<file path="src/rtl/mux_nxw_scan.sv">
// mux_nxw_scan
// N-channel, W-bit registered multiplexer with clock enable. It feeds parallel
// channel outputs into a single-lane consumer. There are two modes:
//   MODE=0 : static select. The channel comes from SEL.
//   MODE=1 : scan. An internal counter visits the channels round-robin, one
//            channel per enabled clock.
// The output data carries a channel tag, a valid strobe and an end-of-frame
// marker. Latency is one cycle, and there is no combinational path from D to Q.
//
// Ports
//   CLK  : clock; all state changes on the rising edge
//   RST  : synchronous reset, active low; it dominates CE and MODE
//   CE   : clock enable for the output register and the scan counter
//   MODE : 0 = static, 1 = scan
//   SEL  : channel select, used in static mode only
//   D    : packed channel inputs; channel k is D[k*W +: W]
//   Q    : registered data
//   QCH  : registered channel tag for Q
//   QV   : one-cycle valid strobe per update
//   QEOF : high together with QV on the last channel of a scan frame
module mux_nxw_scan #(
   parameter int W    = 24,
   parameter int N    = 4,
   parameter int SELW = 2
) (
   input  logic              CLK,
   input  logic              RST,
   input  logic              CE,
   input  logic              MODE,
   input  logic [SELW-1:0]   SEL,
   input  logic [N*W-1:0]    D,
   output logic [W-1:0]      Q,
   output logic [SELW-1:0]   QCH,
   output logic              QV,
   output logic              QEOF
);

   localparam logic [SELW-1:0] LAST = SELW'(N - 1);

   logic [W-1:0]    q_q, q_d;
   logic [SELW-1:0] qch_q, qch_d;
   logic            qv_q, qv_d;
   logic            qeof_q, qeof_d;
   logic [SELW-1:0] cnt_q, cnt_d;
   logic            mode_d_q, mode_d_d;
   logic            restart_q, restart_d;

   logic            restart;
   logic [SELW-1:0] scan_ch;
   logic [SELW-1:0] idx;
   logic [W-1:0]    pick;

   always_comb begin
      // A MODE rise is detected every cycle, including cycles with CE low.
      // The restart flag remembers that rise until the next enabled scan cycle.
      restart = restart_q | (MODE & ~mode_d_q);
      scan_ch = restart ? '0 : cnt_q;
      idx     = MODE ? scan_ch : SEL;

      pick = '0;
      for (int k = 0; k < N; k++) begin
         if (idx == SELW'(k)) pick = D[k*W +: W];
      end

      q_d       = q_q;
      qch_d     = qch_q;
      qv_d      = 1'b0;
      qeof_d    = 1'b0;
      cnt_d     = cnt_q;
      mode_d_d  = MODE;
      restart_d = restart;

      if (CE) begin
         if (!MODE) begin
            // A SEL value above N-1 yields zero data and no valid strobe,
            // but the tag still reports SEL.
            qch_d = SEL;
            cnt_d = '0;
            if (SEL <= LAST) begin
               q_d  = pick;
               qv_d = 1'b1;
            end else begin
               q_d  = '0;
            end
         end else begin
            q_d       = pick;
            qch_d     = scan_ch;
            qv_d      = 1'b1;
            qeof_d    = (scan_ch == LAST);
            cnt_d     = (scan_ch == LAST) ? '0 : scan_ch + 1'b1;
            restart_d = 1'b0;
         end
      end
   end

   always_ff @(posedge CLK) begin
      if (!RST) begin
         q_q       <= '0;
         qch_q     <= '0;
         qv_q      <= 1'b0;
         qeof_q    <= 1'b0;
         cnt_q     <= '0;
         mode_d_q  <= 1'b0;
         restart_q <= 1'b0;
      end else begin
         q_q       <= q_d;
         qch_q     <= qch_d;
         qv_q      <= qv_d;
         qeof_q    <= qeof_d;
         cnt_q     <= cnt_d;
         mode_d_q  <= mode_d_d;
         restart_q <= restart_d;
      end
   end

   assign Q    = q_q;
   assign QCH  = qch_q;
   assign QV   = qv_q;
   assign QEOF = qeof_q;

endmodule

</file>
<file path="config.mk">
export PLATFORM = sky130hd
export DESIGN_NAME = mux_nxw_scan
export DESIGN_NICKNAME = d
export VERILOG_FILES = /design/src/rtl/mux_nxw_scan.sv
export SDC_FILE = /design/constraint.sdc
export NUM_CORES = 1
export LEC_CHECK = 0
export BUFFER_PORTS_ARGS = -buffer_cell sky130_fd_sc_hd__buf_4
export CAP_MARGIN = 20
export CORE_ASPECT_RATIO = 1.4
export CORE_MARGIN = 3
export CORE_UTILIZATION = 47
export CTS_BUF_LIST = sky130_fd_sc_hd__clkbuf_16
export CTS_CLUSTER_DIAMETER = 40
export DETAILED_ROUTE_END_ITERATION = 12
export GPL_TIMING_DRIVEN = 0
export PLACE_DENSITY = 0.83
export SETUP_SLACK_MARGIN = 0.15
export SYNTH_ARGS = -nofsm -noshare
export SYNTH_HDL_FRONTEND = slang
export SYNTH_SLANG_ARGS = --single-unit
</file>
<file path="constraint.sdc">
create_clock -name CLK -period 3.4 [get_ports CLK]
set_input_delay 0.51 -clock CLK [delete_from_list [all_inputs] [get_ports CLK]]
set_output_delay 0.51 -clock CLK [all_outputs]
set_load 0.05 [all_outputs]
</file>
==> run_results.csv, run 1 <==
group,metric,value,unit
global_routing,top_usage_layer,"met2",
cts,clk_latency,0.27,ns
timing,fin_crit_sh,46.71,%
logic_synthesis,syn_avg_cell_area,9.314,µm²
worst_hold_path,min_path_type,"flop to flop",
cts,postCtsHoldBufs,0,
cts,cts_resized,0,
global_routing,grt_usage,26.42,%
timing,totalNegativeSetupSlack,0,ns
power,p_sw_share,30.78,%
floorplan,rows,28,
global_routing,grt_util_met1,30.07,%
cts,cts_setup_buffers,0,
critical_path,crit_arrival,1.76,ns
layout,antenna_cells,0,
timing,fin_crit,1.588,ns
floorplan,fp.dieH,86.23,µm
worst_hold_path,whs_path_depth,2,
logic_synthesis,yosysUniqueCellTypes,32,
cts,cts.path.max_buffers,2,
place,port-buffer-count,127,
global_routing,first_global_vias,2370,
cts,clk_root_buffer_cell,"clkbuf_16",
floorplan,die_x,63.31,µm
critical_path,cp.depth,6,
logic_synthesis,synth-main-ff-cell,"dfxtp_1",
floorplan,die-area,5458,µm²
global_routing,grt_antenna_before_repair,0,
critical_path,critPathCaptureType,"flop",
timing,worst_pin_slew,0.7543,ns
timing,hold_viol,0,
logic_synthesis,syn-cell-area,2161,µm²
floorplan,num_io_pins,130,
cts,clk_pin_slew,0.05,ns
global_routing,use_met3,5.837,%
logic_synthesis,synth_top_area_share,29.65,%
logic_synthesis,ys_ff_latch,32,
global_routing,grt_max_degree,11,
detailed_routing,ant_nets,0,
detailed_routing,via_count,2340,
logic_synthesis,synth_fp_nets,335,
logic_synthesis,netlist_top_cells_count,"35 x and3_1, 32 x dfxtp_1, 31 x a211oi_1, 28 x nand2_1, 17 x a211oi_2",
cts,cts_tree,"done",
global_routing,grt_pass1_wl,11.54,mm
timing,max_freq,629.7,MHz
run_status,status,"completed",
critical_path,cp_num_buf_inv,3,
floorplan,initial_utilization,49.74,%
power,p_seq_share,34.1,%
critical_path,r2r_cells,5,
detailed_routing,drtIter0Drc,75,
power,p_int,0.8450,mW
logic_synthesis,synth_warnings,0,
detailed_routing,wl_per_cell,17.18,µm
logic_synthesis,synth_top_area_cell,"dfxtp_1",
global_routing,overflow,0,
cts,htree_levels,2,
cts,numClockSinks,32,
logic_synthesis,ys_async_sr_fraction,0,%
place,hpwl,5.554,mm
critical_path,startpoint_type,"primary input",
logic_synthesis,ys_top_cells_by_area,"dfxtp_1 30%, a211oi_1 11%, and3_1 10%",
power,combinationalPowerShare,31.6,%
critical_path,critPathKind,"primary input to flop",
power,powerDensity,367.1,nW/µm²
logic_synthesis,synthCells,232,
critical_path,cp_slowest_stage_delay,0.46,ns
critical_path,worstPathCellList,"buf_2 > nor2b_1 > clkbuf_1 > clkbuf_1 > nand2_1 > o31ai_1",
critical_path,slowest_stage,"clkbuf_1",
timing,finalSetupViolCount,0,
critical_path,cp.required,3.57,ns
place,gp_congestion,0.8355,
critical_path,cpMostUsedCell,"clkbuf_1",
logic_synthesis,synth.most_common_cell,"and3_1",
critical_path,cp_max_fo,10,
logic_synthesis,synth-edff-count,0,
timing,fin_skew,0.001990,ns
detailed_routing,first_pass_iters,4,
detailed_routing,viasPerCell,5.480,
detailed_routing,wl,7.334,mm
floorplan,design.core.area,4344,µm²
detailed_routing,drc,0,
power,power.switching,0.3757,mW
power,leakagePower,1.595,nW
critical_path,path_delay_family,"buffers and inverters",
timing,rsz0062_at_grt,"no",
timing,relSlewSlack,49.71,%
layout,utilization,76.56,%
layout,area_delta_synth_final,53.91,%
power,clkPwrFrac,34.2,%
global_routing,grtUsageMet2,48.13,%
cts,cts_buffers,5,
job,drv_cap,0,
layout,fin_nets,469,
power,peakVddDrop,0.0003400,V
timing,maxSlewViolCount,0,
logic_synthesis,ys_seq_area_share,29.65,%
layout,drive_gt1_share,54.77,%
## power by group through the flow
stage / registers (mW) / logic [mW] / clock network [mW]
final: 0.417 / 0.386 / 0.418
after global placement: 0.423 / 0.381 / 0
after CTS: 0.417 / 0.386 / 0.423
after detailed placement: 0.424 / 0.384 / 0
after global routing: 0.420 / 0.409 / 0.442
after floorplan: 0.508 / 0.142 / 0
## routing by layer
| layer | up-vias | part of all wire, % |
|---|---|---|
| met5 | - | 0 |
| met4 | 0 | 2.4 |
| met3 | 14 | 6.7 |
| met2 | 92 | 52 |
| met1 | 1080 | 39 |
| li1 | 1154 | - |
## cells in the final DEF (no fill, tap or decap)
master	count
nor2b_1	1
nor2_1	1
nand2b_4	1
nand4b_2	1
o211a_1	2
a21oi_1	1
buf_8	1
buf_2	6
dfxtp_1	32
and2_1	2
a21o_1	1
o21a_1	1
nand2_1	28
o31ai_2	13
nand3_1	2
and3_1	35
clkbuf_2	1
o21ai_2	1
ha_1	1
buf_6	10
buf_4	128
nand2_4	1
nand2b_1	2
inv_1	5
clkbuf_16	5
clkinv_1	1
clkbuf_1	7
a211oi_1	31
and3_2	14
a21boi_0	2
a211oi_2	17
o31ai_1	11
nand4b_4	1
and2_2	1
## final cells by class
type	count	area, µm²
inverter	3	11.26
tap	60	75.07
multi-input combinational	171	1313
clock buffer	5	125.1
timing repair buffer	127	953.4
fill	379	1018
sequential	32	640.6
buffer	26	196.4
clock inverter	3	11.26
## registers in the layout (all words and copies together), names as in the netlist
register,flops
Q,24
QCH,2
QEOF,1
QV,1
cnt_q,2
mode_d_q,1
restart_q,1
## stage by stage
step                      worst slack, ns  cells  total power, mW  hold WS [ns]  area (µm²)
final                               1.812    427            1.221        0.4511        3326
after global routing                1.734    427            1.271        0.4706        3326
after CTS                           1.831    427            1.226        0.4550        3326
after detailed placement            1.556    419           0.8082        0.4437        3189
after global placement              1.588    419           0.8035        0.4373        3189
after floorplan                     1.832    232           0.6501        0.4870        2161
## tightest hold or removal path, delay by kind of cell, from the launching register on
| family | cells | cell delay, ns |
|---|---|---|
| AO/OA/AOI/OAI | 1 | 0.05 |
| AND/OR/NAND/NOR | 1 | 0.05 |
| flip-flops | 1 | 0.32 |
## worst paths after layout
path	from	end	slack [ns]
worst max register to register	cnt_q[1]$_SDFFE_PN0P_	Q[2]$_SDFFE_PN0P_	1.88
worst min register to register	Q[9]$_SDFFE_PN0P_	Q[9]$_SDFFE_PN0P_	0.45
worst max-delay path	CE	Q[21]$_SDFFE_PN0P_	1.81
worst min-delay path	Q[9]$_SDFFE_PN0P_	Q[9]$_SDFFE_PN0P_	0.45
## cells by family (layout without fill, tap and decap cells)
family	after synthesis	count (layout)	synth area share (%)
fa+ha+maj	1	1	0.5789
flops	32	32	29.65
compound gates	80	80	34.92
simple gates	90	90	25.25
buf+inv	29	164	9.612
Note: power is estimated with default switching activity, not from simulation.
==> inputs of run 2 (changes only) <==
Settings changed: CORE_UTILIZATION 47 to 44, PLACE_DENSITY 0.83 to 0.78.
Clock period 3.4 ns to 1.6 ns, I/O delays scaled along.
==> run 2 against run 1 <==
Net effect:
- core utilization down 1.4 points
- critical path type is now flop to flop
- design area up 5.0%
- via count up 2.2%
- clock-buffer cell count unchanged
- hold slack worse by 0.22 ns
- sequential power up 110%
- largest power group is now registers
- critical path depth unchanged
- clock skew up 0.00081 ns
==> run_results.csv, run 2 (same netlist as run 1, synthesis figures left out) <==
group,metric,value,unit
run_status,status,"completed",
timing,finalSetupViolCount,0,
detailed_routing,viasPerCell,5.512,
global_routing,grt_usage,25.77,%
timing,totalNegativeSetupSlack,0,ns
global_routing,grt_antenna_before_repair,0,
detailed_routing,wl_met3,461,µm
timing,worst_pin_slew,0.7339,ns
place,placedCellCount,421,
critical_path,ff2ff_setup_slack,0.15,ns
detailed_routing,dr_wl_met2,3.971,mm
power,peakVddDrop,0.0006163,V
timing,fin_crit_sh,90.75,%
timing,fin_crit,1.452,ns
critical_path,cp_slowest_stage_delay,0.32,ns
worst_hold_path,min_path_type,"primary input to flop",
detailed_routing,wl_per_cell,17.68,µm
cts,clk_latency,0.27,ns
critical_path,rr_endpoint,"Q[17]$_SDFFE_PN0P_",
floorplan,design.core.area,4644,µm²
power,clkPwrFrac,33.5,%
layout,layout.cells.non_filler,434,
detailed_routing,highest_layer,"met4",
critical_path,cp.required,1.73,ns
global_routing,first_global_vias,2340,
floorplan,die-area,5799,µm²
critical_path,crit_path_start,"restart_q$_SDFF_PN0_",
timing,hold_viol,0,
cts,cts_tree,"done",
layout,layout_common_cells,"131 x buf_4, 33 x and3_1, 29 x dfxtp_1, 28 x nand2_1, 25 x a211oi_2",
power,combinationalPowerShare,32.8,%
timing,rsz0062_at_grt,"yes",
detailed_routing,first_pass_iters,5,
layout,drive_gt1_share,59.68,%
place,port-buffer-count,127,
place,gp_congestion,0.7910,
critical_path,cp_num_buf_inv,2,
layout,area_delta_synth_final,61.55,%
floorplan,initial_utilization,46.52,%
critical_path,startpoint_type,"flop",
cts,cts_buffers,5,
layout,mostFrequentLayoutCell,"buf_4",
power,p_seq_share,33.7,%
critical_path,slowest_stage,"dfxtp_2",
worst_hold_path,whs_path_depth,3,
global_routing,overflow,0,
timing,hold_slack,0.2281,ns
floorplan,rows,29,
power,powerDensity,754.0,nW/µm²
detailed_routing,ant_nets,0,
timing,relSlewSlack,51.07,%
power,p_int,1.824,mW
detailed_routing,drt-met1-wl,3.049,mm
critical_path,path_delay_family,"simple AND/OR/NAND/NOR gates",
floorplan,fp.dieH,88.92,µm
worst_hold_path,hold_start,"RST",
power,leakagePower,1.654,nW
layout,largest_reg_flops,24,
global_routing,grt_max_degree,11,
cts,clk_root_buffer_cell,"clkbuf_16",
cts,htree_levels,2,
power,power.switching,0.8084,mW
job,drv_cap,0,
critical_path,crit_arrival,1.58,ns
cts,numClockSinks,32,
detailed_routing,via_count,2392,
critical_path,worstPathCellList,"nand4b_4 > buf_6 > buf_6 > and3_1 > a211oi_2 > o31ai_2",
detailed_routing,drtIter0Drc,100,
critical_path,cpMostUsedCell,"buf_6",
place,hpwl,5.641,mm
cts,cts.path.max_buffers,2,
critical_path,critPathKind,"flop to flop",
floorplan,die_x,65.23,µm
timing,maxSlewViolCount,0,
critical_path,r2r_cells,6,
layout,antenna_cells,0,
critical_path,critPathCaptureType,"flop",
timing,fin_skew,0.002796,ns
cts,clk_pin_slew,0.05,ns
place,dpl_worst_slack,0.04760,ns
power,p_sw_share,30.71,%
worst_hold_path,min_to,"restart_q$_SDFF_PN0_",
critical_path,cp_max_fo,6,
timing,max_freq,688.7,MHz
critical_path,timing.rr.start,"restart_q$_SDFF_PN0_",
detailed_routing,wl,7.673,mm
floorplan,num_io_pins,130,
global_routing,grt_pass1_wl,11.47,mm
timing,finalWorstSetupSlack,0.1481,ns
layout,fin_nets,474,
detailed_routing,drc,0,
## run 2: changes by cell type in the layout (fill, tap and decap cells not counted), moves of 3 or more
cell	delta
a211oi_2	+8
dfxtp_2	+3
a211oi_1	-8
buf_4	+3
dfxtp_1	-3
## run 2: cell type report
| cell class | count | area (µm²) |
|---|---|---|
| well taps | 62 | 77.57 |
| plain buffers | 26 | 224.0 |
| inverters | 3 | 11.26 |
| flip-flops and latches | 32 | 644.4 |
| multi-input cells | 171 | 1370 |
| clock inverters | 3 | 11.26 |
| repair buffers | 132 | 1027 |
| clock buffers | 5 | 125.1 |
| fillers | 385 | 1154 |
## run 2: worst max-delay path by stage
stage                         endpoint  slack [ns]  cells after the start
finish              Q[17]$_SDFFE_PN0P_        0.15                      6
global route         Q[6]$_SDFFE_PN0P_         0.1                      5
CTS                 Q[17]$_SDFFE_PN0P_        0.17                      6
detailed placement  Q[16]$_SDFFE_PN0P_        0.05                      4
global placement    Q[19]$_SDFFE_PN0P_        0.07                      4
floorplan           Q[12]$_SDFFE_PN0P_        0.29                      6
## run 2: repair_timing
action / CTS / global route
gates cloned: 0 / 4
gates resized for setup: 9 / 22
pin swaps: 0 / 7
endpoints found under the setup margin: 21 / 24
hold buffers: 0 / 0
setup buffers: 0 / 1
## run 2: metal layers
metal / vias to the layer above / global-route usage, %
li1: 1166 / -
met1: 1123 / 29.58
met2: 90 / 46.73
met3: 13 / 5.535
met4: 0 / 9.434
met5: - / 0
## run 2: worst register-to-register path, delay by kind of cell (launching register included)
kind	cells	cell delay, ns
buffers and inverters	2	0.30
AOI/OAI and AO/OA	2	0.28
and+or+nand+nor	2	0.40
DFF	1	0.32
## run 2: power by group through the flow
stage / clock network [mW] / logic [mW] / registers (mW)
after CTS: 0.892 / 0.827 / 0.886
after floorplan: 0 / 0.303 / 1.08
after global routing: 0.936 / 0.916 / 0.893
after global placement: 0 / 0.812 / 0.900
after detailed placement: 0 / 0.819 / 0.902
final: 0.881 / 0.864 / 0.887
## run 2: per-stage QoR
stage | total power, mW | area [µm²] | utilization [%]
CTS | 2.606 | 3349 | 72.12
floorplan | 1.381 | 2161 | -
global route | 2.746 | 3491 | 75.16
finish | 2.632 | 3491 | 75.16
detailed placement | 1.721 | 3192 | 68.72
global placement | 1.712 | 3192 | 68.72
==> inputs of run 3 (changes only) <==
Settings changed: GPL_ROUTABILITY_DRIVEN set to 0, RECOVER_POWER set to 100.
==> run 3 against run 2 <==
Net effect:
- clock power about the same
- register-to-register slack lost 0.06 ns
- critical path type unchanged
- critical endpoint unchanged
- setup slack got worse by 0.057 ns
==> run_results.csv, run 3 (same netlist as run 1, synthesis figures left out) <==
group,metric,value,unit
timing,hold_viol,0,
critical_path,startpoint_type,"flop",
timing,maxSlewViolCount,0,
layout,largest_reg_flops,24,
cts,htree_levels,2,
global_routing,overflow,0,
cts,cts_buffers,5,
layout,mostFrequentLayoutCell,"buf_4",
floorplan,die-area,5799,µm²
detailed_routing,first_pass_iters,6,
timing,totalNegativeSetupSlack,0,ns
cts,cts_tree,"done",
detailed_routing,ant_nets,0,
critical_path,critPathCaptureType,"flop",
critical_path,cp.required,1.73,ns
detailed_routing,wl_per_cell,17.73,µm
place,dpl_worst_slack,0.04760,ns
layout,antenna_cells,0,
critical_path,cp_slowest_stage_delay,0.32,ns
global_routing,first_global_vias,2340,
cts,clk_latency,0.27,ns
cts,clk_root_buffer_cell,"clkbuf_16",
critical_path,cp_num_buf_inv,2,
power,leakagePower,1.529,nW
worst_hold_path,min_path_type,"primary input to flop",
global_routing,grt_antenna_before_repair,0,
global_routing,grt_usage,25.77,%
floorplan,fp.dieH,88.92,µm
timing,worst_pin_slew,0.7229,ns
power,peakVddDrop,0.0006124,V
layout,layout_common_cells,"101 x buf_4, 35 x clkbuf_1, 33 x and3_1, 30 x dfxtp_1, 28 x nand2_1",
timing,fin_crit,1.509,ns
layout,drive_gt1_share,51.08,%
timing,fin_skew,0.002961,ns
power,powerDensity,767.9,nW/µm²
floorplan,die_x,65.23,µm
cts,numClockSinks,32,
run_status,status,"completed",
global_routing,grt_pass1_wl,11.47,mm
place,port-buffer-count,127,
detailed_routing,drc,0,
job,drv_cap,0,
critical_path,slowest_stage,"dfxtp_1",
critical_path,path_delay_family,"simple AND/OR/NAND/NOR gates",
timing,max_freq,662.8,MHz
place,place_area,3192,µm²
layout,fin_nets,474,
timing,finalWorstSetupSlack,0.09121,ns
critical_path,crit_arrival,1.64,ns
critical_path,worstPathCellList,"nand4b_4 > clkbuf_2 > buf_6 > and3_1 > a211oi_2 > o31ai_2",
detailed_routing,via_count,2402,
layout,post-route-cell-area,3366,µm²
layout,area_delta_synth_final,55.76,%
critical_path,cp_max_fo,6,
global_routing,grt_max_degree,11,
detailed_routing,viasPerCell,5.535,
place,hpwl,5.641,mm
cts,cts.path.max_buffers,2,
timing,finalSetupViolCount,0,
timing,fin_crit_sh,94.30,%
critical_path,critPathKind,"flop to flop",
timing,relSlewSlack,51.81,%
cts,clk_pin_slew,0.05,ns
floorplan,design.core.area,4644,µm²
floorplan,rows,29,
power,power,2.585,mW
detailed_routing,wl,7.693,mm
floorplan,initial_utilization,46.52,%
detailed_routing,drtIter0Drc,92,
floorplan,num_io_pins,130,
timing,rsz0062_at_grt,"yes",
## run 3: per-stage QoR
step / util (%) / hold slack (ns) / std cells
final: 72.47 / 0.2605 / 434
after global routing: 72.47 / 0.2622 / 434
after CTS: 72.12 / 0.2323 / 429
after detailed placement: 68.72 / 0.4404 / 421
after global placement: 68.72 / 0.4343 / 421
after floorplan: - / 0.3538 / 232
## run 3: final timing paths
check,slack [ns],startpoint,depth (start not counted),to
min,0.26,MODE,2,mode_d_q$_SDFF_PN0_
min reg2reg,0.45,Q[7]$_SDFFE_PN0P_,2,Q[7]$_SDFFE_PN0P_
max reg2reg,0.09,restart_q$_SDFF_PN0_,6,Q[17]$_SDFFE_PN0P_
max,0.09,restart_q$_SDFF_PN0_,6,Q[17]$_SDFFE_PN0P_
## run 3: what timing repair did
item,4_1_cts,5_1_grt
pin swaps,0,7
buffers inserted,0,1
gates resized for setup,9,22
hold buffers,0,0
endpoints found under the setup margin,21,24
cloned,0,4
## run 3: routing by layer
metal / track usage [%] / vias to the layer above / wire [µm]
li1: - / 1170 / -
met1: 29.58 / 1138 / 3075
met2: 46.73 / 84 / 4009
met3: 5.535 / 10 / 442
met4: 9.434 / 0 / 165
met5: 0 / - / 0
## run 3: power breakdown
| part | leakage [nW] | total [mW] | internal, mW | switching, mW |
|---|---|---|---|---|
| Sequential | 0.265 | 0.886 | 0.856 | 0.0303 |
| Clock | 0.0738 | 0.881 | 0.558 | 0.323 |
| Combinational | 1.19 | 0.817 | 0.363 | 0.454 |
| Total | 1.53 | 2.58 | 1.78 | 0.807 |
## run 3: layout make-up
| cell class | instances | area (µm²) |
|---|---|---|
| flip-flops and latches | 32 | 643.1 |
| multi-input cells | 171 | 1365 |
| inverters | 3 | 11.26 |
| clock buffers | 5 | 125.1 |
| fillers | 429 | 1279 |
| plain buffers | 26 | 215.2 |
| repair buffers | 132 | 917.1 |
| well taps | 62 | 77.57 |
| clock inverters | 3 | 11.26 |
